[src/rtl/conv1d_layer_pkg.sv]
// Shared types and helpers for the streaming 1-D convolution layer.
// Holds the FSM state encoding, the word type and the saturation/address-width helpers.
package conv1d_layer_pkg;

    localparam int unsigned WORD_SIZE = 16;
    // Wide enough to carry any accumulator of this layer into saturation.
    localparam int unsigned SAT_W = 64;

    typedef logic signed [WORD_SIZE-1:0] word_t;

    typedef enum logic [1:0] {
        StIdle,
        StLoad,
        StMac,
        StOut
    } state_e;

    // Width of the word_addr field: kernel weights plus one bias slot.
    function automatic int unsigned word_addr_w(input int unsigned kernel_words);
        return $clog2(kernel_words + 1);
    endfunction

    // Width of the mem_index field: index 0 is reserved, kernels start at 1.
    function automatic int unsigned mem_index_w(input int unsigned n_conv);
        return $clog2(n_conv + 1);
    endfunction

    function automatic logic signed [SAT_W-1:0] saturate(input logic signed [SAT_W-1:0] v,
                                                         input int unsigned ws);
        logic signed [SAT_W-1:0] hi;
        logic signed [SAT_W-1:0] lo;
        hi = (64'sd1 <<< (ws - 1)) - 64'sd1;
        lo = -hi - 64'sd1;
        if (v > hi) begin
            return hi;
        end else if (v < lo) begin
            return lo;
        end
        return v;
    endfunction

endpackage

[src/rtl/conv_kernel_mac.sv]
// One convolution kernel: weight/bias RAM, sequential multiply-accumulate and
// saturated result register.
module conv_kernel_mac
    import conv1d_layer_pkg::*;
#(
    parameter int unsigned WORD_SIZE    = 16,
    parameter int unsigned N_SIZE       = 0,
    parameter int unsigned KERNEL_WORDS = 6,
    parameter int unsigned AW           = word_addr_w(KERNEL_WORDS)
) (
    input  logic                 clk_i,
    input  logic                 reset_n_i,
    input  logic                 we_i,
    input  logic [AW-1:0]        waddr_i,
    input  logic [WORD_SIZE-1:0] wdata_i,
    input  logic                 clear_i,
    input  logic                 en_i,
    input  logic                 last_i,
    input  logic [AW-1:0]        idx_i,
    input  logic [WORD_SIZE-1:0] win_i,
    output logic [WORD_SIZE-1:0] result_o
);

    localparam int unsigned ACC_W = 2 * WORD_SIZE + $clog2(KERNEL_WORDS + 1) + N_SIZE;
    localparam logic [AW-1:0] BiasAddr = AW'(KERNEL_WORDS);

    logic [WORD_SIZE-1:0]        mem_q [KERNEL_WORDS+1];
    logic signed [2*WORD_SIZE-1:0] prod;
    logic signed [ACC_W-1:0]     bias_acc;
    logic signed [ACC_W-1:0]     acc_q;
    logic signed [ACC_W-1:0]     acc_next;
    logic signed [ACC_W-1:0]     acc_shift;
    logic signed [SAT_W-1:0]     sat_val;
    logic [WORD_SIZE-1:0]        result_q;

    // Weight memory has no reset; it keeps its contents across frame aborts.
    always_ff @(posedge clk_i) begin
        if (we_i && (waddr_i <= BiasAddr)) begin
            mem_q[waddr_i] <= wdata_i;
        end
    end

    always_comb begin
        prod      = $signed(mem_q[idx_i]) * $signed(win_i);
        bias_acc  = ACC_W'($signed(mem_q[BiasAddr])) <<< N_SIZE;
        acc_next  = acc_q + ACC_W'(prod);
        acc_shift = acc_next >>> N_SIZE;
        sat_val   = saturate(SAT_W'(acc_shift), WORD_SIZE);
    end

    always_ff @(posedge clk_i or negedge reset_n_i) begin
        if (!reset_n_i) begin
            acc_q    <= '0;
            result_q <= '0;
        end else begin
            if (clear_i) begin
                acc_q <= bias_acc;
            end else if (en_i) begin
                acc_q <= acc_next;
            end
            // The final product is folded in on the same edge the result is captured.
            if (last_i) begin
                result_q <= sat_val[WORD_SIZE-1:0];
            end
        end
    end

    assign result_o = result_q;

endmodule

[src/rtl/conv1d_layer.sv]
// Streaming 1-D convolution layer: frame FSM, row window shift register and
// valid/ready handshakes around N_CONVOLUTIONS kernel MAC units.
module conv1d_layer
    import conv1d_layer_pkg::*;
#(
    parameter int unsigned INPUT_LAYER_HEIGHT = 5,
    parameter int unsigned KERNEL_HEIGHT      = 3,
    parameter int unsigned KERNEL_WIDTH       = 2,
    parameter int unsigned WORD_SIZE          = 16,
    parameter int unsigned N_SIZE             = 0,
    parameter int unsigned LAYER_NUMBER       = 1,
    parameter int unsigned N_CONVOLUTIONS     = 1,
    localparam int unsigned ADDR_W = mem_index_w(N_CONVOLUTIONS) +
                                     word_addr_w(KERNEL_HEIGHT * KERNEL_WIDTH)
) (
    input  logic                                clk_i,
    input  logic                                reset_n_i,
    input  logic                                start_i,
    input  logic                                valid_i,
    output logic                                yumi_o,
    input  logic [WORD_SIZE-1:0]                data_i,
    output logic                                valid_o,
    input  logic                                ready_i,
    output logic [N_CONVOLUTIONS*WORD_SIZE-1:0] data_o,
    input  logic                                wen_i,
    input  logic [ADDR_W-1:0]                   mem_addr_i,
    input  logic [WORD_SIZE-1:0]                mem_data_i
);

    localparam int unsigned KWORDS = KERNEL_HEIGHT * KERNEL_WIDTH;
    localparam int unsigned AW     = word_addr_w(KWORDS);
    localparam int unsigned IW     = mem_index_w(N_CONVOLUTIONS);
    localparam int unsigned N_OUT  = INPUT_LAYER_HEIGHT - KERNEL_HEIGHT + 1;
    localparam int unsigned RW     = $clog2(N_OUT + 1);

    state_e               state_q, state_d;
    logic [AW-1:0]        need_q, need_d;
    logic [RW-1:0]        rows_q, rows_d;
    logic [AW-1:0]        idx_q, idx_d;
    logic [WORD_SIZE-1:0] window_q [KWORDS];
    logic                 mac_clear;
    logic                 mac_en;
    logic                 mac_last;
    logic [IW-1:0]        mem_index;
    logic [AW-1:0]        word_addr;
    logic [WORD_SIZE-1:0] win_word;

    assign mem_index = mem_addr_i[ADDR_W-1 -: IW];
    assign word_addr = mem_addr_i[AW-1:0];
    assign win_word  = window_q[idx_q];
    assign valid_o   = (state_q == StOut);

    always_comb begin
        state_d   = state_q;
        need_d    = need_q;
        rows_d    = rows_q;
        idx_d     = idx_q;
        yumi_o    = 1'b0;
        mac_clear = 1'b0;
        mac_en    = 1'b0;
        mac_last  = 1'b0;
        unique case (state_q)
            StIdle: begin
                if (start_i) begin
                    state_d = StLoad;
                    need_d  = AW'(KWORDS);
                    rows_d  = '0;
                end
            end
            StLoad: begin
                yumi_o = valid_i;
                if (valid_i) begin
                    need_d = need_q - AW'(1);
                    if (need_q == AW'(1)) begin
                        state_d   = StMac;
                        idx_d     = '0;
                        mac_clear = 1'b1;
                    end
                end
            end
            StMac: begin
                mac_en = 1'b1;
                idx_d  = idx_q + AW'(1);
                if (idx_q == AW'(KWORDS - 1)) begin
                    mac_last = 1'b1;
                    state_d  = StOut;
                end
            end
            StOut: begin
                if (ready_i) begin
                    rows_d = rows_q + RW'(1);
                    if (rows_q == RW'(N_OUT - 1)) begin
                        state_d = StIdle;
                    end else begin
                        // Later vectors only need one fresh row in the window.
                        state_d = StLoad;
                        need_d  = AW'(KERNEL_WIDTH);
                    end
                end
            end
            default: state_d = StIdle;
        endcase
    end

    always_ff @(posedge clk_i or negedge reset_n_i) begin
        if (!reset_n_i) begin
            state_q <= StIdle;
            need_q  <= '0;
            rows_q  <= '0;
            idx_q   <= '0;
        end else begin
            state_q <= state_d;
            need_q  <= need_d;
            rows_q  <= rows_d;
            idx_q   <= idx_d;
        end
    end

    // Oldest word sits at index 0, so window index matches weight word_addr.
    always_ff @(posedge clk_i or negedge reset_n_i) begin
        if (!reset_n_i) begin
            for (int i = 0; i < KWORDS; i++) begin
                window_q[i] <= '0;
            end
        end else if (yumi_o) begin
            for (int i = 0; i < KWORDS - 1; i++) begin
                window_q[i] <= window_q[i+1];
            end
            window_q[KWORDS-1] <= data_i;
        end
    end

    for (genvar c = 0; c < N_CONVOLUTIONS; c++) begin : g_kernel
        logic                 we;
        logic [WORD_SIZE-1:0] result;

        assign we = wen_i && (mem_index == IW'(c + 1));

        conv_kernel_mac #(
            .WORD_SIZE    (WORD_SIZE),
            .N_SIZE       (N_SIZE),
            .KERNEL_WORDS (KWORDS),
            .AW           (AW)
        ) u_mac (
            .clk_i     (clk_i),
            .reset_n_i (reset_n_i),
            .we_i      (we),
            .waddr_i   (word_addr),
            .wdata_i   (mem_data_i),
            .clear_i   (mac_clear),
            .en_i      (mac_en),
            .last_i    (mac_last),
            .idx_i     (idx_q),
            .win_i     (win_word),
            .result_o  (result)
        );

        assign data_o[c*WORD_SIZE +: WORD_SIZE] = result;
    end

endmodule

[config.mk]
export PLATFORM = sky130hd
export DESIGN_NAME = conv1d_layer
export DESIGN_NICKNAME = d
export VERILOG_FILES = /design/src/rtl/conv1d_layer_pkg.sv /design/src/rtl/conv_kernel_mac.sv /design/src/rtl/conv1d_layer.sv
export SDC_FILE = /design/constraint.sdc
export NUM_CORES = 1
export LEC_CHECK = 0
export CORE_MARGIN = 5
export CORE_UTILIZATION = 35
export CTS_CLUSTER_SIZE = 10
export DETAILED_ROUTE_END_ITERATION = 16
export PLACE_DENSITY = 0.48
export SLEW_MARGIN = 15
export SYNTH_ARGS = -nofsm -noshare
export SYNTH_HDL_FRONTEND = slang
export SYNTH_HIERARCHICAL = 1
export SYNTH_SLANG_ARGS = --single-unit
[constraint.sdc]
create_clock -name clk_i -period 11.3 [get_ports clk_i]
set_input_delay 2.825 -clock clk_i [delete_from_list [all_inputs] [get_ports clk_i]]
set_output_delay 2.825 -clock clk_i [all_outputs]
set_load 0.05 [all_outputs]
==> impl_metrics.prom <==
# TYPE chip_impl_metric gauge
chip_impl_info{name="run_status",value="finished clean"} 1
chip_impl_info{name="rsz0062_at_grt",value="no"} 1
chip_impl_metric{name="slew_margin_rel",unit="%"} 29.3
chip_impl_metric{name="clkSlewWorstSetupHoldPaths",unit="ps"} 60
chip_impl_metric{name="finalSetupViolCount",unit=""} 0
chip_impl_metric{name="worst_path_largest_cell_delay",unit="ps"} 1130
chip_impl_metric{name="max_clock_freq",unit="MHz"} 105
chip_impl_info{name="critical-path-top-delay-family",value="adder cells"} 1
chip_impl_metric{name="grt_first_pass_wirelength",unit="µm"} 90000
chip_impl_metric{name="ioPinCount",unit=""} 60
chip_impl_metric{name="critPathArrivalTime",unit="ps"} 9950
chip_impl_metric{name="synth_seq_cells",unit=""} 269
chip_impl_metric{name="dieWidth",unit="µm"} 266
chip_impl_metric{name="crit_fanout",unit=""} 55
chip_impl_metric{name="fp-row-count",unit=""} 94
chip_impl_info{name="startpoint_type",value="flop"} 1
chip_impl_metric{name="ys_async_sr_fraction",unit="%"} 58.4
chip_impl_metric{name="tightest_slew",unit="ps"} 1060
chip_impl_metric{name="antenna_cells_inserted",unit=""} 0
chip_impl_metric{name="syn-mean-instance-area",unit="µm²"} 11.5
chip_impl_metric{name="via_count_of_the_first_global_routing_pass",unit=""} 15600
chip_impl_metric{name="clock_sink_count",unit=""} 269
chip_impl_metric{name="preCtsSetupSlack",unit="ps"} 1670
chip_impl_metric{name="htree_num_levels",unit=""} 1
chip_impl_info{name="clock_root_buffer",value="sky130_fd_sc_hd__clkbuf_16"} 1
chip_impl_info{name="layout.cells.most_common_list",value="sky130_fd_sc_hd__inv_1 (359), sky130_fd_sc_hd__fa_1 (310), sky130_fd_sc_hd__nand2_1 (180)"} 1
chip_impl_info{name="synth_area_leaders",value="sky130_fd_sc_hd__fa_1 (27%), sky130_fd_sc_hd__dfrtp_1 (17%), sky130_fd_sc_hd__edfxtp_1 (15%), sky130_fd_sc_hd__ha_1 (6.3%), sky130_fd_sc_hd__inv_1 (5.9%)"} 1
chip_impl_info{name="crit_path_frequent_cell",value="sky130_fd_sc_hd__fa_1"} 1
chip_impl_info{name="min-delay-path-class",value="reg -> reg"} 1
chip_impl_metric{name="critPathBufInv",unit=""} 5
chip_impl_metric{name="drt_iter0_drc",unit=""} 729
chip_impl_metric{name="synth_enable_flop_cells",unit=""} 112
chip_impl_metric{name="timing_max_transition_violations_final",unit=""} 0
chip_impl_info{name="yosys.area.top_type",value="sky130_fd_sc_hd__fa_1"} 1
chip_impl_info{name="crit_path_top_delay_cell",value="sky130_fd_sc_hd__dfrtp_4"} 1
chip_impl_metric{name="layout_min_cycle_time",unit="ps"} 9520
chip_impl_info{name="critical_path.endpoint_type",value="flop"} 1
chip_impl_metric{name="finalHoldViolCount",unit=""} 0
chip_impl_metric{name="core-area",unit="mm²"} 0.0654
chip_impl_metric{name="antenna_violating_nets_post_route",unit=""} 0
chip_impl_metric{name="final-seq-area",unit="mm²"} 0.00730
chip_impl_metric{name="synth_top_area_share",unit="%"} 27.0
chip_impl_metric{name="cts_inserted_buffers",unit=""} 31
chip_impl_metric{name="num_vias",unit=""} 14300
chip_impl_metric{name="grt_antenna_before_repair",unit=""} 2
chip_impl_metric{name="worst_clock_skew",unit="ps"} 18.8
chip_impl_metric{name="clock_tree.buffer_depth",unit=""} 3
chip_impl_metric{name="drc",unit=""} 0
chip_impl_info{name="synthFlopType",value="sky130_fd_sc_hd__dfrtp_1"} 1
chip_impl_metric{name="layout_worst_path_cycle_share",unit="%"} 84.2
chip_impl_metric{name="fin_nets",unit=""} 2505
chip_impl_metric{name="port_buffers",unit=""} 59
chip_impl_metric{name="insertion_delay",unit="ps"} 550
chip_impl_metric{name="mappedNetlistArea",unit="mm²"} 0.0230
chip_impl_metric{name="largest_net_degree_at_the_start_of_global_routing",unit=""} 83
chip_impl_metric{name="syn-num-nets",unit=""} 2467
chip_impl_metric{name="yosys_warnings",unit=""} 6
chip_impl_info{name="cp_cell_sequence",value="buf_4 > mux4_2 > inv_1 > o22ai_2 > buf_4 > and2_1 > fa_1 > fa_1 > fa_1 > fa_1 > fa_1 > inv_1 > fa_1 > inv_1 > ha_1 > nand2_1 > o31ai_1 > nand4_1 > o211ai_1 > xnor2_1 > or3_1 > nor4_2 > a31oi_2 > a221o_1"} 1
chip_impl_metric{name="post_cts.repair.setup_buffers",unit=""} 0
chip_impl_metric{name="synthesis.instances",unit=""} 2000
chip_impl_info{name="layout_commonest_cell",value="sky130_fd_sc_hd__inv_1"} 1
chip_impl_metric{name="drive_gt1_share",unit="%"} 11.3
chip_impl_info{name="tritoncts",value="yes"} 1
chip_impl_metric{name="floorplan.initialDensity",unit="%"} 35.1
chip_impl_info{name="worst-setup-path-type",value="reg -> reg"} 1
chip_impl_metric{name="synth_sequential_area_ratio",unit="%"} 31.7
chip_impl_metric{name="nFillCells",unit=""} 6433
chip_impl_metric{name="postLayoutCoreUtil",unit="%"} 38.8
chip_impl_metric{name="dp.final_hpwl",unit="µm"} 42300
chip_impl_metric{name="globalplace.congestion",unit=""} 0.866
chip_impl_metric{name="synth.distinct_cells",unit=""} 67
chip_impl_metric{name="chipHeight",unit="µm"} 266
chip_impl_metric{name="routed_wl",unit="µm"} 55400
chip_impl_metric{name="maxCapViolations",unit=""} 0
chip_impl_metric{name="multi_input_area",unit="mm²"} 0.0139
chip_impl_metric{name="fin_tns_setup",unit="ps"} 0
chip_impl_metric{name="ctsHoldBuffers",unit=""} 0
chip_impl_metric{name="data_required_time_of_the_worst_path",unit="ps"} 11730
chip_impl_metric{name="reg2reg_slack",unit="ps"} 1780
chip_impl_metric{name="post_cts.resized_instances",unit=""} 0
chip_impl_metric{name="drt_pass1_iterations",unit=""} 5
chip_impl_metric{name="groute.usage.overall",unit="%"} 16.0
chip_impl_metric{name="avgViaCountPerCell",unit=""} 4.89
chip_impl_metric{name="final.setup.worst_slack",unit="ps"} 1780
chip_impl_metric{name="fp.dieArea",unit="mm²"} 0.0709
chip_impl_metric{name="grt_overflow",unit=""} 0
chip_impl_metric{name="route.detailed.wl_per_inst",unit="µm"} 19.0
chip_impl_metric{name="area_delta_synth_final",unit="%"} 10.4
tightest hold or removal path: cells and delay by family (launching register included):
kind            cells  cell delay [ps]
compound gates      1               60
simple gates        1               50
flops               1              340
worst paths after layout:
check / startpoint / to / cells past startpoint
min reg2reg: g_kernel[0].u_mac/mem_q[6][12] / g_kernel[0].u_mac/acc_q[12] / 2
max in group asynchronous: reset_n_i / g_kernel[0].u_mac/acc_q[0] / 2
min: g_kernel[0].u_mac/mem_q[6][12] / g_kernel[0].u_mac/acc_q[12] / 2
max: idx_q[0] / g_kernel[0].u_mac/result_o[7] / 24
min in group asynchronous: reset_n_i / window_q[44] / 1
max reg2reg: idx_q[0] / g_kernel[0].u_mac/result_o[7] / 24
layer usage:
metal / global-route usage (%) / vias to the layer above / part of all wire [%]
li1: - / 6538 / -
met1: 23.2 / 7448 / 47
met2: 26.7 / 245 / 48
met3: 1.60 / 49 / 3.9
met4: 2.43 / 0 / 1.2
met5: 0 / - / 0
flip-flops by register name, indices dropped and copies added (netlist names):
signal,flops
state_q,2
g_kernel.u_mac/mem_q,112
g_kernel.u_mac/result_o,16
g_kernel.u_mac/acc_q,35
need_q,3
idx_q,3
window_q,96
rows_q,2
cells in the mapped netlist (11+ instances only):
cell / n
sky130_fd_sc_hd__a211oi_1: 21
sky130_fd_sc_hd__a21o_1: 11
sky130_fd_sc_hd__a21oi_1: 32
sky130_fd_sc_hd__a221o_1: 15
sky130_fd_sc_hd__and2_1: 124
sky130_fd_sc_hd__clkbuf_1: 56
sky130_fd_sc_hd__dfrtp_1: 157
sky130_fd_sc_hd__edfxtp_1: 112
sky130_fd_sc_hd__fa_1: 310
sky130_fd_sc_hd__ha_1: 115
sky130_fd_sc_hd__inv_1: 359
sky130_fd_sc_hd__mux2_2: 113
sky130_fd_sc_hd__mux2i_1: 48
sky130_fd_sc_hd__mux4_2: 30
sky130_fd_sc_hd__nand2_1: 180
sky130_fd_sc_hd__nor2_1: 59
sky130_fd_sc_hd__nor2b_1: 15
sky130_fd_sc_hd__nor3_1: 12
sky130_fd_sc_hd__o21ai_0: 54
sky130_fd_sc_hd__o22ai_1: 18
sky130_fd_sc_hd__xnor2_1: 24
sky130_fd_sc_hd__xor2_1: 14
layout make-up:
class	count	area share [%]
clock buffer	48	3.35
clock inverter	1	0.0247
multi-input combinational	1287	55.0
inverter	360	5.33
tap	864	4.26
sequential	269	28.8
timing repair buffer	89	3.22
metrics by stage:
stage / instances / hold slack (ps) / area (µm²)
6_report: 2918 / 471 / 25400
5_1_grt: 2918 / 522 / 25400
4_1_cts: 2918 / 477 / 25400
3_5_place_dp: 2869 / 473 / 24500
3_3_place_gp: 2869 / 468 / 24500
2_1_floorplan: 2000 / 452 / 23000
kinds of logic after synthesis:
group | Yosys count | synth area share, %
AOI/OAI and AO/OA | 194 | 5.68
xor gates and xnor gates | 39 | 1.52
adders and majority gates | 425 | 33.3
buffers and inverters | 444 | 7.71
DFF | 269 | 31.7
muxes | 193 | 10.8
and+or+nand+nor | 436 | 9.27
Power is not shown: default switching activity piles up to over one toggle a cycle in this logic, so the estimate is an artifact.
